File: config.mk
export PLATFORM = sky130hd
export DESIGN_NAME = fir_mac_sequencer_flat
export DESIGN_NICKNAME = d
export VERILOG_FILES = /design/src/rtl/fir_mac_sequencer_if.sv /design/src/rtl/fir_mac_sequencer.sv /design/src/flat_wrapper.sv
export SDC_FILE = /design/constraint.sdc
export NUM_CORES = 1
export LEC_CHECK = 0
export BUFFER_PORTS_ARGS = -buffer_cell sky130_fd_sc_hd__buf_2
export CORE_MARGIN = 2
export CORE_UTILIZATION = 65
export DETAILED_ROUTE_END_ITERATION = 8
export PLACE_DENSITY = 0.82
export SKIP_LAST_GASP = 1
export SYNTH_ARGS = -nofsm -noshare
export SYNTH_HDL_FRONTEND = slang
export SYNTH_SLANG_ARGS = --single-unit
File: constraint.sdc
create_clock -name clk -period 12.4 [get_ports clk]
set_input_delay 0 -clock clk [delete_from_list [all_inputs] [get_ports clk]]
set_output_delay 0 -clock clk [all_outputs]
set_load 0.05 [all_outputs]
File: src/rtl/fir_mac_sequencer_if.sv
// Sample/coefficient/result bundle between the FIR sequencer, its sample source,
// the coefficient store and the DAC path.
interface fir_mac_sequencer_if #(
  parameter int NTaps      = 9,
  parameter int DataWidth  = 12,
  parameter int CoeffWidth = 12
);
  localparam int AddrWidth = $clog2(NTaps);

  logic                         start;
  logic signed [DataWidth-1:0]  x;
  logic                         symCoeffs;
  logic                         lock;
  logic [AddrWidth-1:0]         coeffAddr;
  logic signed [CoeffWidth-1:0] coeffData;
  logic                         busy;
  logic                         done;
  logic signed [DataWidth-1:0]  y;
  logic                         overrun;

  modport master (
    output start, x, symCoeffs, lock, coeffData,
    input  coeffAddr, busy, done, y, overrun
  );

  modport slave (
    input  start, x, symCoeffs, lock, coeffData,
    output coeffAddr, busy, done, y, overrun
  );
endinterface

File: src/rtl/fir_mac_sequencer.sv
// Time-multiplexed FIR controller: circular sample delay line plus one MAC per clock,
// with optional symmetric pre-add and a lock bypass that passes samples straight through.
module fir_mac_sequencer #(
  parameter int NTaps      = 9,
  parameter int DataWidth  = 12,
  parameter int CoeffWidth = 12
) (
  input logic                clk,
  input logic                resetN,
  fir_mac_sequencer_if.slave bus
);
  localparam int AddrWidth = $clog2(NTaps);
  localparam int OpWidth   = DataWidth + 1;
  localparam int ProdWidth = OpWidth + CoeffWidth;
  localparam int AccWidth  = DataWidth + CoeffWidth + AddrWidth + 1;
  localparam logic [AddrWidth:0]          TapsWide  = (AddrWidth+1)'(NTaps);
  localparam logic [AddrWidth:0]          OneWide   = (AddrWidth+1)'(1);
  localparam logic [AddrWidth-1:0]        LastFull  = AddrWidth'(NTaps - 1);
  localparam logic [AddrWidth-1:0]        LastSym   = AddrWidth'((NTaps + 1) / 2 - 1);
  localparam logic [AddrWidth-1:0]        MidTap    = AddrWidth'((NTaps - 1) / 2);
  localparam bit                          OddTaps   = (NTaps % 2) == 1;
  localparam logic signed [AccWidth-1:0]  RoundBias = AccWidth'(2 ** (CoeffWidth - 2));
  localparam logic signed [AccWidth-1:0]  SatMax    = AccWidth'(2 ** (DataWidth - 1) - 1);
  localparam logic signed [AccWidth-1:0]  SatMin    = ~SatMax;

  typedef enum logic [1:0] {ST_IDLE, ST_MAC, ST_ROUND, ST_DONE} state_t;

  state_t                       state_r, state_n;
  logic signed [DataWidth-1:0]  line_r [NTaps];
  logic [AddrWidth-1:0]         head_r;
  logic [AddrWidth-1:0]         k_r;
  logic signed [AccWidth-1:0]   acc_r;
  logic                         sym_r, lock_r;
  logic                         busy_r, done_r, overrun_r;
  logic signed [DataWidth-1:0]  y_r;

  logic [AddrWidth-1:0]         head_next_s, near_idx_s, far_idx_s;
  logic signed [DataWidth-1:0]  near_s, far_s;
  logic signed [OpWidth-1:0]    operand_s;
  logic signed [ProdWidth-1:0]  product_s;
  logic signed [AccWidth-1:0]   rounded_s;
  logic signed [DataWidth-1:0]  result_s;
  logic                         accept_s, last_k_s, fold_s;

  function automatic logic [AddrWidth-1:0] wrap_idx(input logic [AddrWidth:0] raw);
    if (raw >= TapsWide) return AddrWidth'(raw - TapsWide);
    else return raw[AddrWidth-1:0];
  endfunction

  function automatic logic signed [DataWidth-1:0] saturate(input logic signed [AccWidth-1:0] v);
    if (v > SatMax) return SatMax[DataWidth-1:0];
    else if (v < SatMin) return SatMin[DataWidth-1:0];
    else return v[DataWidth-1:0];
  endfunction

  // Tap addressing, symmetric pre-add, MAC product and final rounding.
  always_comb begin
    head_next_s = wrap_idx({1'b0, head_r} + OneWide);
    // age k sits k slots behind head; its mirror age NTaps-1-k sits k+1 slots ahead
    near_idx_s  = wrap_idx({1'b0, head_r} + TapsWide - {1'b0, k_r});
    far_idx_s   = wrap_idx({1'b0, head_r} + {1'b0, k_r} + OneWide);
    near_s      = line_r[near_idx_s];
    far_s       = line_r[far_idx_s];
    fold_s      = sym_r && !(OddTaps && (k_r == MidTap));
    if (fold_s) operand_s = OpWidth'(near_s) + OpWidth'(far_s);
    else operand_s = OpWidth'(near_s);
    product_s   = ProdWidth'(operand_s) * ProdWidth'(bus.coeffData);
    rounded_s   = (acc_r + RoundBias) >>> (CoeffWidth - 1);
    if (lock_r) result_s = line_r[head_r];
    else result_s = saturate(rounded_s);
    accept_s    = bus.start && (state_r == ST_IDLE);
    if (sym_r) last_k_s = (k_r == LastSym);
    else last_k_s = (k_r == LastFull);
  end

  // Next-state logic; a locked sample skips the MAC pass and goes straight to ROUND.
  always_comb begin
    state_n = state_r;
    case (state_r)
      ST_IDLE: begin
        if (bus.start) state_n = bus.lock ? ST_ROUND : ST_MAC;
        else state_n = ST_IDLE;
      end
      ST_MAC: begin
        if (last_k_s) state_n = ST_ROUND;
        else state_n = ST_MAC;
      end
      ST_ROUND: state_n = ST_DONE;
      ST_DONE:  state_n = ST_IDLE;
      default:  state_n = ST_IDLE;
    endcase
  end

  // State register, delay line, accumulator and registered outputs.
  always_ff @(posedge clk) begin
    if (!resetN) begin
      state_r   <= ST_IDLE;
      for (int i = 0; i < NTaps; i++) line_r[i] <= '0;
      head_r    <= '0;
      k_r       <= '0;
      acc_r     <= '0;
      sym_r     <= 1'b0;
      lock_r    <= 1'b0;
      busy_r    <= 1'b0;
      done_r    <= 1'b0;
      overrun_r <= 1'b0;
      y_r       <= '0;
    end else begin
      state_r   <= state_n;
      busy_r    <= (state_n != ST_IDLE);
      done_r    <= (state_n == ST_DONE);
      overrun_r <= bus.start && (state_r != ST_IDLE);
      k_r       <= ((state_r == ST_MAC) && (state_n == ST_MAC)) ? k_r + AddrWidth'(1) : '0;
      if (accept_s) begin
        head_r              <= head_next_s;
        line_r[head_next_s] <= bus.x;
        sym_r               <= bus.symCoeffs;
        lock_r              <= bus.lock;
        acc_r               <= '0;
      end else if (state_r == ST_MAC) begin
        acc_r <= acc_r + AccWidth'(product_s);
      end
      if (state_r == ST_ROUND) y_r <= result_s;
    end
  end

  assign bus.coeffAddr = k_r;
  assign bus.busy      = busy_r;
  assign bus.done      = done_r;
  assign bus.y         = y_r;
  assign bus.overrun   = overrun_r;
endmodule

File: src/flat_wrapper.sv
// flat-port wrapper written by rule: the top's interface ports become plain ports
module fir_mac_sequencer_flat 
#(
  parameter int NTaps      = 9,
  parameter int DataWidth  = 12,
  parameter int CoeffWidth = 12
)
  (clk, resetN, bus_start, bus_x, bus_symCoeffs, bus_lock, bus_coeffData, bus_coeffAddr, bus_busy, bus_done, bus_y, bus_overrun);
  fir_mac_sequencer_if #(.NTaps(NTaps), .DataWidth(DataWidth), .CoeffWidth(CoeffWidth)) bus_i ();
  input logic clk;
  input logic resetN;
  input wire logic [$bits(bus_i.start)-1:0] bus_start;
  input wire logic [$bits(bus_i.x)-1:0] bus_x;
  input wire logic [$bits(bus_i.symCoeffs)-1:0] bus_symCoeffs;
  input wire logic [$bits(bus_i.lock)-1:0] bus_lock;
  input wire logic [$bits(bus_i.coeffData)-1:0] bus_coeffData;
  output wire logic [$bits(bus_i.coeffAddr)-1:0] bus_coeffAddr;
  output wire logic [$bits(bus_i.busy)-1:0] bus_busy;
  output wire logic [$bits(bus_i.done)-1:0] bus_done;
  output wire logic [$bits(bus_i.y)-1:0] bus_y;
  output wire logic [$bits(bus_i.overrun)-1:0] bus_overrun;
  assign bus_i.start = bus_start;
  assign bus_i.x = bus_x;
  assign bus_i.symCoeffs = bus_symCoeffs;
  assign bus_i.lock = bus_lock;
  assign bus_i.coeffData = bus_coeffData;
  assign bus_coeffAddr = bus_i.coeffAddr;
  assign bus_busy = bus_i.busy;
  assign bus_done = bus_i.done;
  assign bus_y = bus_i.y;
  assign bus_overrun = bus_i.overrun;
  fir_mac_sequencer #(.NTaps(NTaps), .DataWidth(DataWidth), .CoeffWidth(CoeffWidth)) u_core (.clk(clk), .resetN(resetN), .bus(bus_i));
endmodule
* Yosys cells after proc, flatten, opt, wreduce, memory -nomap -nowiden
Memories as Yosys holds them, arrays and structs flattened. A register that Yosys moved wholly into a read port is not among the register bits. Index checks and enable logic that the tools add are counted.
Cells by class: $add $sub $neg 12, multipliers 1, magnitude comparators 5, equal/unequal tests 7, multiplexer cells 21, bitwise operators 1, reductions and logical operators 11
Operators with widths (count):
- 12-bit two-way mux | 4
- 29-bit by 12-bit adder with 29-bit output (second input constant) | 1
- 29-bit by 25-bit adder with 29-bit output | 1
- 13-bit by 12-bit multiplier with 25-bit output | 1
- 4-bit two-way mux | 6
- 18-bit by 12-bit > comparator with 1-bit output (second input constant) | 1
- 18-bit by 12-bit < comparator with 1-bit output (second input constant) | 1
- 5-bit by 4-bit >= comparator with 1-bit output (second input constant) | 3
- 12-bit by 12-bit adder with 13-bit output | 1
- 13-bit two-way mux | 1
- 12-bit OR reduction | 1
- 4-bit subtractor (second input constant) | 3
- 2-bit case mux with 4 select lines | 1
- 2-bit equality test (second input constant) | 3
- 1-bit two-way mux | 6
- 2-bit two-way mux | 3
- 4-bit by 1-bit adder with 5-bit output (second input constant) | 1
- 4-bit by 4-bit adder with 5-bit output | 1
- 4-bit by 4-bit adder with 5-bit output (second input constant) | 1
- 5-bit by 1-bit adder with 5-bit output (second input constant) | 1
- 5-bit by 4-bit subtractor with 5-bit output | 1
- 4-bit by 1-bit adder with 4-bit output (second input constant) | 1
- 2-bit by 1-bit equality test with 1-bit output (second input constant) | 2
- 4-bit by 3-bit equality test with 1-bit output (second input constant) | 1
- 8 further kinds | 12
Storage, ports and cells: bits in registers 56, bits in writable memories 108, input port bits 29, memories 1
Memory list:
- u_core.line_r | depth 9, bits a word 12, read ports 3, clocked after memory_dff 1, write ports 9, line fir_mac_sequencer.sv:29 | logic signed [DataWidth-1:0] line_r [NTaps];

* Longest topological paths before layout
Gate-level depths: netlist of the first run. An unclocked memory read counts as a cell.
depth after elaboration 9, depth in mapped cells 50, mapped depth without buffers 45

* Least setup slack after synthesis of the first run
OpenSTA, ideal clock, no wires.
path type flip-flop to flip-flop, start reg u_core.k_r[0] (netlist: u_core.bus.coeffAddr[0]), end reg u_core.acc_r[26], arrival 10574 ps, slack 1701 ps, cell stages (with the launch flop) 43, buffers on the path 4, path through dfxtp_1 -> inv_1 -> ha_1 -> nor2b_1 -> fa_1 -> nand2b_1 -> o311a_1 -> or3_1 -> buf_4 -> nor2_4 -> buf_6 -> buf_6 -> mux2i_1 -> mux2i_1 -> mux2i_1 -> inv_1 -> fa_1 -> nor2b_1 -> [7 not listed] -> buf_6 -> nand2_1 -> fa_1 -> inv_1 -> fa_1 -> fa_1 -> fa_1 -> fa_1 -> ha_1 -> ha_1 -> a21oi_1 -> o21ai_0 -> a221o_1 -> a41o_1 -> a211oi_1 -> o21ai_0 -> xnor2_1 -> o21ai_0
Between the ends: cells in the longest elaborated chain, start to end 9
Ends and longest elaborated chain:
- start, declared | line fir_mac_sequencer.sv:31 | logic [AddrWidth-1:0] k_r;
- start signal, assigned | line fir_mac_sequencer.sv:113 | k_r <= ((state_r == ST_MAC) && (state_n == ST_MAC)) ? k_r + AddrWidth'(1) : '0;
- 4-bit by 4-bit adder with 5-bit output | line fir_mac_sequencer.sv:61 | far_idx_s = wrap_idx({1'b0, head_r} + {1'b0, k_r} + OneWide);
- 5-bit by 1-bit adder with 5-bit output | line fir_mac_sequencer.sv:61
- 4-bit subtractor or 5-bit by 4-bit >= comparator with 1-bit output (tied branches) | line fir_mac_sequencer.sv:46 | if (raw >= TapsWide) return AddrWidth'(raw - TapsWide);
- 4-bit two-way mux | line fir_mac_sequencer.sv:46
- memory 9 x 12 bit
- 12-bit by 12-bit adder with 13-bit output | line fir_mac_sequencer.sv:65 | if (fold_s) operand_s = OpWidth'(near_s) + OpWidth'(far_s);
- 13-bit two-way mux * | line fir_mac_sequencer.sv:65
- 13-bit by 12-bit multiplier with 25-bit output * | line fir_mac_sequencer.sv:67 | product_s = ProdWidth'(operand_s) * ProdWidth'(bus.coeffData);
- 29-bit by 25-bit adder with 29-bit output * | line fir_mac_sequencer.sv:121 | acc_r <= acc_r + AccWidth'(product_s);
- end signal, assigned | line fir_mac_sequencer.sv:121
- end, declared | line fir_mac_sequencer.sv:32 | logic signed [AccWidth-1:0] acc_r;
Every way passes the cells marked *; elsewhere a longest branch is shown, timed or not. A chain may end at the register's enable or synchronous reset.

* Worst setup path after layout of the first run
start reg u_core.head_r[1], end reg u_core.acc_r[28]
Between the ends: cells in the longest elaborated chain, start to end 9
Ends and longest elaborated chain:
- start, declared | line fir_mac_sequencer.sv:30 | logic [AddrWidth-1:0] head_r;
- start signal, assigned | line fir_mac_sequencer.sv:115 | head_r <= head_next_s;
- 4-bit by 4-bit adder with 5-bit output, on equally long branches | line fir_mac_sequencer.sv:60, fir_mac_sequencer.sv:61
- 5-bit by 4-bit subtractor with 5-bit output or 5-bit by 1-bit adder with 5-bit output (tied branches) | line fir_mac_sequencer.sv:60, fir_mac_sequencer.sv:61
- 4-bit subtractor or 5-bit by 4-bit >= comparator with 1-bit output (tied branches) | line fir_mac_sequencer.sv:46
- 4-bit two-way mux | line fir_mac_sequencer.sv:46
- memory 9 x 12 bit *
- 12-bit by 12-bit adder with 13-bit output | line fir_mac_sequencer.sv:65
- 13-bit two-way mux * | line fir_mac_sequencer.sv:65
- 13-bit by 12-bit multiplier with 25-bit output * | line fir_mac_sequencer.sv:67
- 29-bit by 25-bit adder with 29-bit output * | line fir_mac_sequencer.sv:121
Marks and branches as above.

==> impl_metrics.yaml, run 1 <==
outcome:
  status: "finished, final reports clean"
cts:
  cts_buffers: 26
  cts-root-buf: "clkbuf_16"
  clkTransAtPathRegs_ps: 70
  cts_tree: "yes"
  cts_num_sinks: 252
  clk_path_buf_depth: 3
  htreeDepth: 1
  clock_latency_ps: 550
synth:
  yosysMostFrequentCell: "nand2_1"
  syn-instance-count: 2056
  synth_area_leaders: "edfxtp_1 (25%), fa_1 (17%), mux4_2 (11%), ha_1 (6.0%), dfxtp_1 (5.3%)"
  synth.distinct_cells: 82
  synth-seq-cells: 252
  synthFlopType: "edfxtp_1"
  synth_area_um2: 22600
  synth_top_area_share_pct: 25.5
  synth_edf_count: 192
  synth_commonest_cells: "nand2_1 (228), inv_1 (209), fa_1 (193)"
  ys.warnings.count: 0
  async_flop_share_pct: 0
  synth_top_cell_by_area: "edfxtp_1"
  yosysSeqAreaShare_pct: 30.8
  avgSynthCellArea_um2: 11.0
routing:
  drtPass1Iterations: 6
  ant_nets: 0
  drtIter0Drc: 1946
  finalWirelength_mm: 61.8
  wl_per_cell_um: 23.6
  num_vias: 17200
  drc: 0
  routed_via_density: 6.56
sta:
  fin_tns_setup_ps: 0
  maxClockFrequency_mhz: 85.5
  slew_viol_final: 0
  hold_viol: 0
  setup_viol: 0
  slew_headroom_pct: 5.63
  worstMarginPinSlew_ps: 1410
  rsz0062_at_grt: "false"
  period_needed_ps: 11700
  finClkSkew_ps: 13.3
  period_share_pct: 94.4
worst_setup_path:
  cp-end-kind: "register"
  r2r_start: "u_core.head_r[1]"
  worstSetupPathType: "reg2reg"
  startpoint: "u_core.head_r[1]"
  worstSetupStartpointType: "register"
  cp.required_ps: 12890
  cp_max_fo: 20
  crit_top_cell: "fa_1"
  critPathArrivalTime_ps: 12190
  max_stage_delay_ps: 600
  crit_slowest_cell: "fa_1"
finish:
  nNetsFinal: 2470
  drive_gt1_share_pct: 13.9
  syn_to_final_growth_pct: 8.96
  design_area_um2: 24700
  nFillCells: 2409
placed_design:
  port_buffers: 47
  dpl.hpwl_mm: 45.1
  gp_congestion: 0.964
  place_area_um2: 23600
hold_path:
  min_from: "resetN"
  hold_class: "in2reg"
floorplan:
  fp.dieH_um: 191
  io_pins: 48
  die_w_um: 191
  initial_core_util_pct: 65.7
  core_area_um2: 34500
  dieArea_um2: 36300
  rows: 68
grt:
  antenna_found_initial: 2
  grt_max_degree: 49
  grt_util_all_layers_pct: 35.0
  grt_pass1_wl_mm: 96.8
  grt-ovfl-total: 0
  grt_pass1_vias: 17500
run:
  cap_violations: 0
-- final cells by class --
class | instances | area (um^2) | share of cell area, %
inverter | 209 | 785 | 3.18
multi-input combinational | 1531 | 14600 | 59.3
sequential | 252 | 6970 | 28.3
tap | 455 | 569 | 2.31
clock inverter | 21 | 161 | 0.654
timing repair buffer | 120 | 871 | 3.53
antenna | 2 | 5.00 | 0.0203
clock buffer | 27 | 676 | 2.74
-- layer usage --
layer	wire length [um]	up-vias	track usage, %
met1	21700	8429	43.7
met5	0	-	0
met4	3690	0	17.2
li1	-	7373	-
met2	29400	1090	57.7
met3	6930	288	8.02
-- cell usage in the layout, fill, tap and decap left out, drive strengths merged, types with 8 or more instances in the layout --
cell	netlist	routed
clkinv	0	12
nor3	21	21
nor2	66	66
a21o	17	17
inv	209	212
edfxtp	192	192
mux2i	98	98
and2	172	172
xor2	16	16
dfxtp	60	60
fa	193	193
nand2b	19	19
o221ai	13	13
clkbuf	63	27
nand2	228	228
a221oi	12	12
a21oi	78	78
conb	1	48
nand4	8	8
mux4	110	110
a211oi	16	16
dlygate4sd3	0	15
nand3	38	38
xnor2	39	39
nor2b	30	30
a32oi	11	11
a31oi	18	18
o21ai	48	48
buf	48	105
a22oi	29	29
ha	108	108
-- state kept, by name, summed over array words and instances (netlist names), named ones only --
register and cells:
u_core.line_r 192, u_core.acc_r 29, u_core.bus.y 12, u_core.bus.coeffAddr 4
u_core.head_r 4, u_core.state_r 2, u_core.bus.busy 1, u_core.bus.done 1
u_core.bus.overrun 1, u_core.lock_r 1, u_core.sym_r 1
-- timing repair --
action,4_1_cts,5_1_grt
buffers inserted,0,8
resized for setup,0,2
setup endpoints to repair,0,8
hold buffers,15,0
endpoints found under the hold margin,195,0
-- worst max-delay path: cells and delay by family, from the launching register on --
kind | cells | cell delay [ps]
compound gates | 13 | 3330
xor+xnor | 1 | 150
fa+ha+maj | 10 | 4490
buf+inv | 4 | 650
flops | 1 | 450
mux | 3 | 640
simple gates | 7 | 1920
-- worst paths after layout --
path	endpoint	slack, ps	cells after the start
min reg2reg	u_core.acc_r[7]	460	2
max reg2reg	u_core.acc_r[28]	700	38
min	u_core.bus.overrun	40	3
max	u_core.acc_r[28]	700	38
-- cells by family after synthesis --
family | after synthesis | share of synthesized area (%)
AO/OA/AOI/OAI | 300 | 9.09
multiplexers | 213 | 15.5
buffers and inverters | 320 | 5.85
other | 1 | 0.0166
adder cells (fa/ha/maj) | 301 | 23.0
AND/OR/NAND/NOR | 614 | 13.6
flip-flops | 252 | 30.8
XOR/XNOR | 55 | 2.13
-- per-stage QoR --
| stage | utilization, % | cells | hold WS (ps) | worst slack (ps) |
|---|---|---|---|---|
| 6_report | 71.6 | 2617 | 42.2 | 700 |
| 5_1_grt | 71.6 | 2615 | 72.0 | 60.6 |
| 4_1_cts | 71.3 | 2607 | 15.1 | 518 |
| 3_5_place_dp | 68.4 | 2544 | 299 | 576 |
| 3_3_place_gp | 68.4 | 2544 | 286 | 962 |
| 2_1_floorplan | - | 2103 | 98.9 | 1700 |
Power of run 1 is left out: the tool's default activity adds up to more than one toggle a clock period on the data nets, which glitch-free logic cannot reach.
==> run 2, diff against run 1 <==
Settings changed: CORE_UTILIZATION 65 to 34, PLACE_DENSITY 0.82 to not set.
==> run 2 against run 1 <==
Against the previous run:
- cell area grew 2.6%
- wire length is 5.1% higher
- register-to-register slack worse by 97 ps
- first-iteration DRC count decreased by 18%
- clock skew is 1.1 ps higher
- fmax fell by 0.82%
- sequential cell count did not move
- largest cell class unchanged
==> impl_metrics.yaml, run 2 (synthesis results as in run 1) <==
outcome:
  status: "finished, final reports clean"
placed_design:
  port_buffers: 47
  dpl.hpwl_mm: 48.1
  gp_congestion: 0.942
finish:
  seqCellArea_um2: 6970
  largest-register: "u_core.line_r"
  syn_to_final_growth_pct: 11.8
  drive_gt1_share_pct: 14.1
  final_cell_mix: "nand2_1 (228), inv_1 (209), fa_1 (193)"
  nFillCells: 6416
  multi_input_area_um2: 14700
  antenna_cells: 0
  final_common_cell: "nand2_1"
  largest_reg_flops: 192
  nNetsFinal: 2477
cts:
  clock_latency_ps: 580
  htreeDepth: 1
  cts_num_sinks: 252
  clkTransAtPathRegs_ps: 60
  cts_tree: "yes"
  cts_buffers: 28
  cts-root-buf: "clkbuf_16"
  clk_path_buf_depth: 3
worst_setup_path:
  cp_max_fo: 19
  crit_slowest_cell: "or3_1"
  startpoint: "u_core.head_r[1]"
  r2r_start: "u_core.head_r[1]"
  max_stage_delay_ps: 560
  crit_top_cell: "fa_1"
  critPathArrivalTime_ps: 12290
  cp.required_ps: 12890
  worstSetupStartpointType: "register"
  cp-end-kind: "register"
  worstSetupPathType: "reg2reg"
routing:
  drtIter0Drc: 1594
  drc: 0
  wl_per_cell_um: 21.4
  num_vias: 16800
  ant_nets: 0
  routed_via_density: 5.53
  finalWirelength_mm: 64.9
  drtPass1Iterations: 6
grt:
  use_met1_pct: 25.8
  grt_pass1_vias: 17300
  antenna_found_initial: 4
  grt_util_all_layers_pct: 19.3
  grt-ovfl-total: 0
  met2_usage_pct: 31.4
  grt_pass1_wl_mm: 102
  use_met3_pct: 3.47
  grt_max_degree: 49
  grt-busiest-layer: "met2"
sta:
  period_needed_ps: 11800
  slew_headroom_pct: 19.8
  finClkSkew_ps: 14.4
  fin_tns_setup_ps: 0
  worst_hold_slack_ps: 30.1
  hold_viol: 0
  maxClockFrequency_mhz: 84.8
  worstMarginPinSlew_ps: 1200
  rsz0062_at_grt: "false"
  slew_viol_final: 0
  period_share_pct: 95.1
  setup_viol: 0
floorplan:
  rows: 94
  io_pins: 48
  die_w_um: 262
  fp.dieH_um: 262
  core_area_um2: 65900
  initial_core_util_pct: 34.4
  dieArea_um2: 68700
run:
  cap_violations: 0
hold_path:
  hold_class: "in2reg"
  min_from: "resetN"
run 2: changes by cell type in the layout (fill, tap and decap cells not counted), sizes merged:
| cell | delta |
|---|---|
| diode | -2 |
| clkbuf | +4 |
| buf | +4 |
| bufinv | +3 |
| clkinvlp | -4 |
| inv | -3 |
| clkinv | +4 |
| dlygate4sd3 | +1 |
run 2: metal layers:
layer	vias to the layer above	routed length, um
li1	7381	-
met1	8417	26700
met2	803	30400
met3	162	5440
met4	8	2400
met5	-	51
run 2: through the flow:
stage / worst slack [ps] / cells / utilization [%] / cell area [um^2]
2_1_floorplan: 1700 / 2103 / - / 22800
3_3_place_gp: 742 / 2957 / 36.6 / 24100
3_5_place_dp: 476 / 2957 / 36.6 / 24100
4_1_cts: 420 / 3025 / 38.3 / 25200
5_1_grt: 41.1 / 3033 / 38.4 / 25300
6_report: 603 / 3033 / 38.4 / 25300
run 2: critical path, delay by kind of cell (launching register included):
| family | cells | cell delay (ps) |
|---|---|---|
| fa+ha+maj | 10 | 4420 |
| compound gates | 14 | 3450 |
| simple gates | 7 | 1650 |
| buf+inv | 5 | 1000 |
| mux | 3 | 610 |
| flops | 1 | 430 |
| xor+xnor | 1 | 150 |
run 2: final timing paths:
kind / to / slack (ps) / cells after the start
min reg2reg: u_core.acc_r[2] / 450 / 2
min: u_core.bus.y[11] / 30 / 2
max reg2reg: u_core.acc_r[26] / 600 / 40
max: u_core.acc_r[26] / 600 / 40
run 2: timing repair:
| item | CTS | global route |
|---|---|---|
| setup endpoints to repair | 0 | 13 |
| resized for setup | 0 | 9 |
| hold buffers | 16 | 0 |
| buffers inserted | 0 | 8 |
| endpoints found under the hold margin | 197 | 0 |
run 2: area by class of cell:
class	count	area share, %
clock buffers	31	2.90
clock inverters	21	0.831
inverters	209	3.10
multi-input cells	1531	57.9
flip-flops and latches	252	27.6
well taps	864	4.27
repair buffers	125	3.45
Power of run 2 is left out for the same reason.
==> run 3, diff against run 2 <==
Settings changed: BUFFER_PORTS_ARGS -buffer_cell sky130_fd_sc_hd__buf_2 to -buffer_cell sky130_fd_sc_hd__buf_4.
==> run 3 against run 2 <==
Against the previous run:
- die area stayed put
- wire length is 2.6% higher
- critical path depth is 1 higher
- fmax is 0.44% lower
- sequential share of layout area is 0.26 points lower
- highest routed layer unchanged
- register-to-register slack worse by 50 ps
- sequential cell count stayed put
- cell area is 0.94% higher
- utilization is 0.36 points higher
- largest cell class unchanged
- setup slack worse by 52 ps
==> impl_metrics.yaml, run 3 (synthesis results as in run 1) <==
sta:
  maxClockFrequency_mhz: 84.4
  slew_viol_final: 0
  finClkSkew_ps: 8.48
  hold_viol: 0
  period_needed_ps: 11850
  setup_viol: 0
  fin_tns_setup_ps: 0
  rsz0062_at_grt: "false"
  fin_ws_ps: 551
  period_share_pct: 95.6
  worst_hold_slack_ps: 134
  worstMarginPinSlew_ps: 1220
  slew_headroom_pct: 18.5
worst_setup_path:
  cp-end-kind: "register"
  max_stage_delay_ps: 630
  crit_slowest_cell: "ha_1"
  cp_max_fo: 14
  worstSetupStartpointType: "register"
  critPathArrivalTime_ps: 12340
  crit_top_cell: "fa_1"
  cp.required_ps: 12890
  worstSetupPathType: "reg2reg"
cts:
  cts_buffers: 30
  cts_tree: "yes"
  cts-root-buf: "clkbuf_16"
  cts_num_sinks: 252
  clk_path_buf_depth: 3
  htreeDepth: 1
  clock_latency_ps: 570
  clkTransAtPathRegs_ps: 60
floorplan:
  core_area_um2: 65900
  die_w_um: 262
  initial_core_util_pct: 34.4
  fp.dieH_um: 262
  io_pins: 48
  dieArea_um2: 68700
  rows: 94
routing:
  drtIter0Drc: 1694
  drtPass1Iterations: 6
  wl_per_cell_um: 21.9
  routed_via_density: 5.53
  ant_nets: 0
  finalWirelength_mm: 66.6
  num_vias: 16800
  drc: 0
grt:
  antenna_found_initial: 1
  grt_pass1_vias: 17400
  grt_pass1_wl_mm: 104
  met2_usage_pct: 32.2
  grt_max_degree: 49
  grt-busiest-layer: "met2"
  grt_util_all_layers_pct: 19.7
  use_met3_pct: 3.26
  grt-ovfl-total: 0
  use_met1_pct: 26.5
finish:
  nNetsFinal: 2480
  largest_reg_flops: 192
  fin_cells: 3039
  largest-register: "u_core.line_r"
  syn_to_final_growth_pct: 12.8
  final_cell_mix: "nand2_1 (228), inv_1 (209), fa_1 (193)"
  nFillCells: 6409
  final_common_cell: "nand2_1"
  drive_gt1_share_pct: 14.4
placed_design:
  gp_congestion: 0.937
  dpl.hpwl_mm: 49.2
  dp_cells: 2957
  port_buffers: 47
  pre_cts_ws_ps: 355
hold_path:
  hold_class: "in2reg"
outcome:
  status: "finished, final reports clean"
run:
  cap_violations: 0
-- run 3: cell count changes in the layout (fill, tap and decap cells not counted), moves of 2 or more --
cell,previous run,this run
clkinv_2,6,4
clkinv_1,7,0
clkbuf_16,29,31
inv_6,0,3
buf_4,61,104
clkinvlp_4,1,8
dlygate4sd3_1,16,19
buf_2,47,0
-- run 3: area by class of cell --
cell class	instances	area, um^2	share of cell area (%)
Multi-Input combinational cell	1531	14600	57.3
Sequential cell	252	6970	27.3
Tap cell	864	1080	4.23
Timing Repair Buffer	126	1020	4.00
Inverter	209	785	3.07
Clock buffer	33	783	3.07
Clock inverter	23	258	1.01
Antenna cell	1	2.50	0.00980
-- run 3: worst paths after layout --
kind | slack [ps] | start | to | depth (start not counted)
worst min-delay path | 130 | bus_coeffData[0] | u_core.acc_r[0] | 5
worst max-delay path | 550 | u_core.head_r[0] | u_core.acc_r[26] | 41
worst max register to register | 550 | u_core.head_r[0] | u_core.acc_r[26] | 41
worst min register to register | 460 | u_core.acc_r[2] | u_core.acc_r[2] | 2
-- run 3: per-stage QoR --
stage                     area [um^2]  utilization, %
final                           25500            38.8
after global routing            25500            38.8
after CTS                       25500            38.7
after detailed placement        24200            36.8
after global placement          24200            36.8
after floorplan                 22800               -
-- run 3: critical path, delay by kind of cell, from the launching register on --
kind,cells,cell delay (ps)
flip-flops,1,570
AND/OR/NAND/NOR,5,1050
multiplexers,3,470
adder cells (fa/ha/maj),11,4760
AO/OA/AOI/OAI,13,3500
buffers and inverters,7,1120
XOR/XNOR,2,280
-- run 3: repair_timing --
| action | 4_1_cts | 5_1_grt |
|---|---|---|
| gates resized for setup | 0 | 7 |
| endpoints found under the setup margin | 0 | 13 |
| setup buffers | 0 | 6 |
| hold buffers | 19 | 0 |
| endpoints found under the hold margin | 220 | 0 |
-- run 3: per-layer routing --
layer	routed length, um	vias to the layer above
met5	13	-
met3	5320	174
met1	27500	8450
met2	31200	787
li1	-	7405
met4	2630	2
Power of run 3 is left out for the same reason.
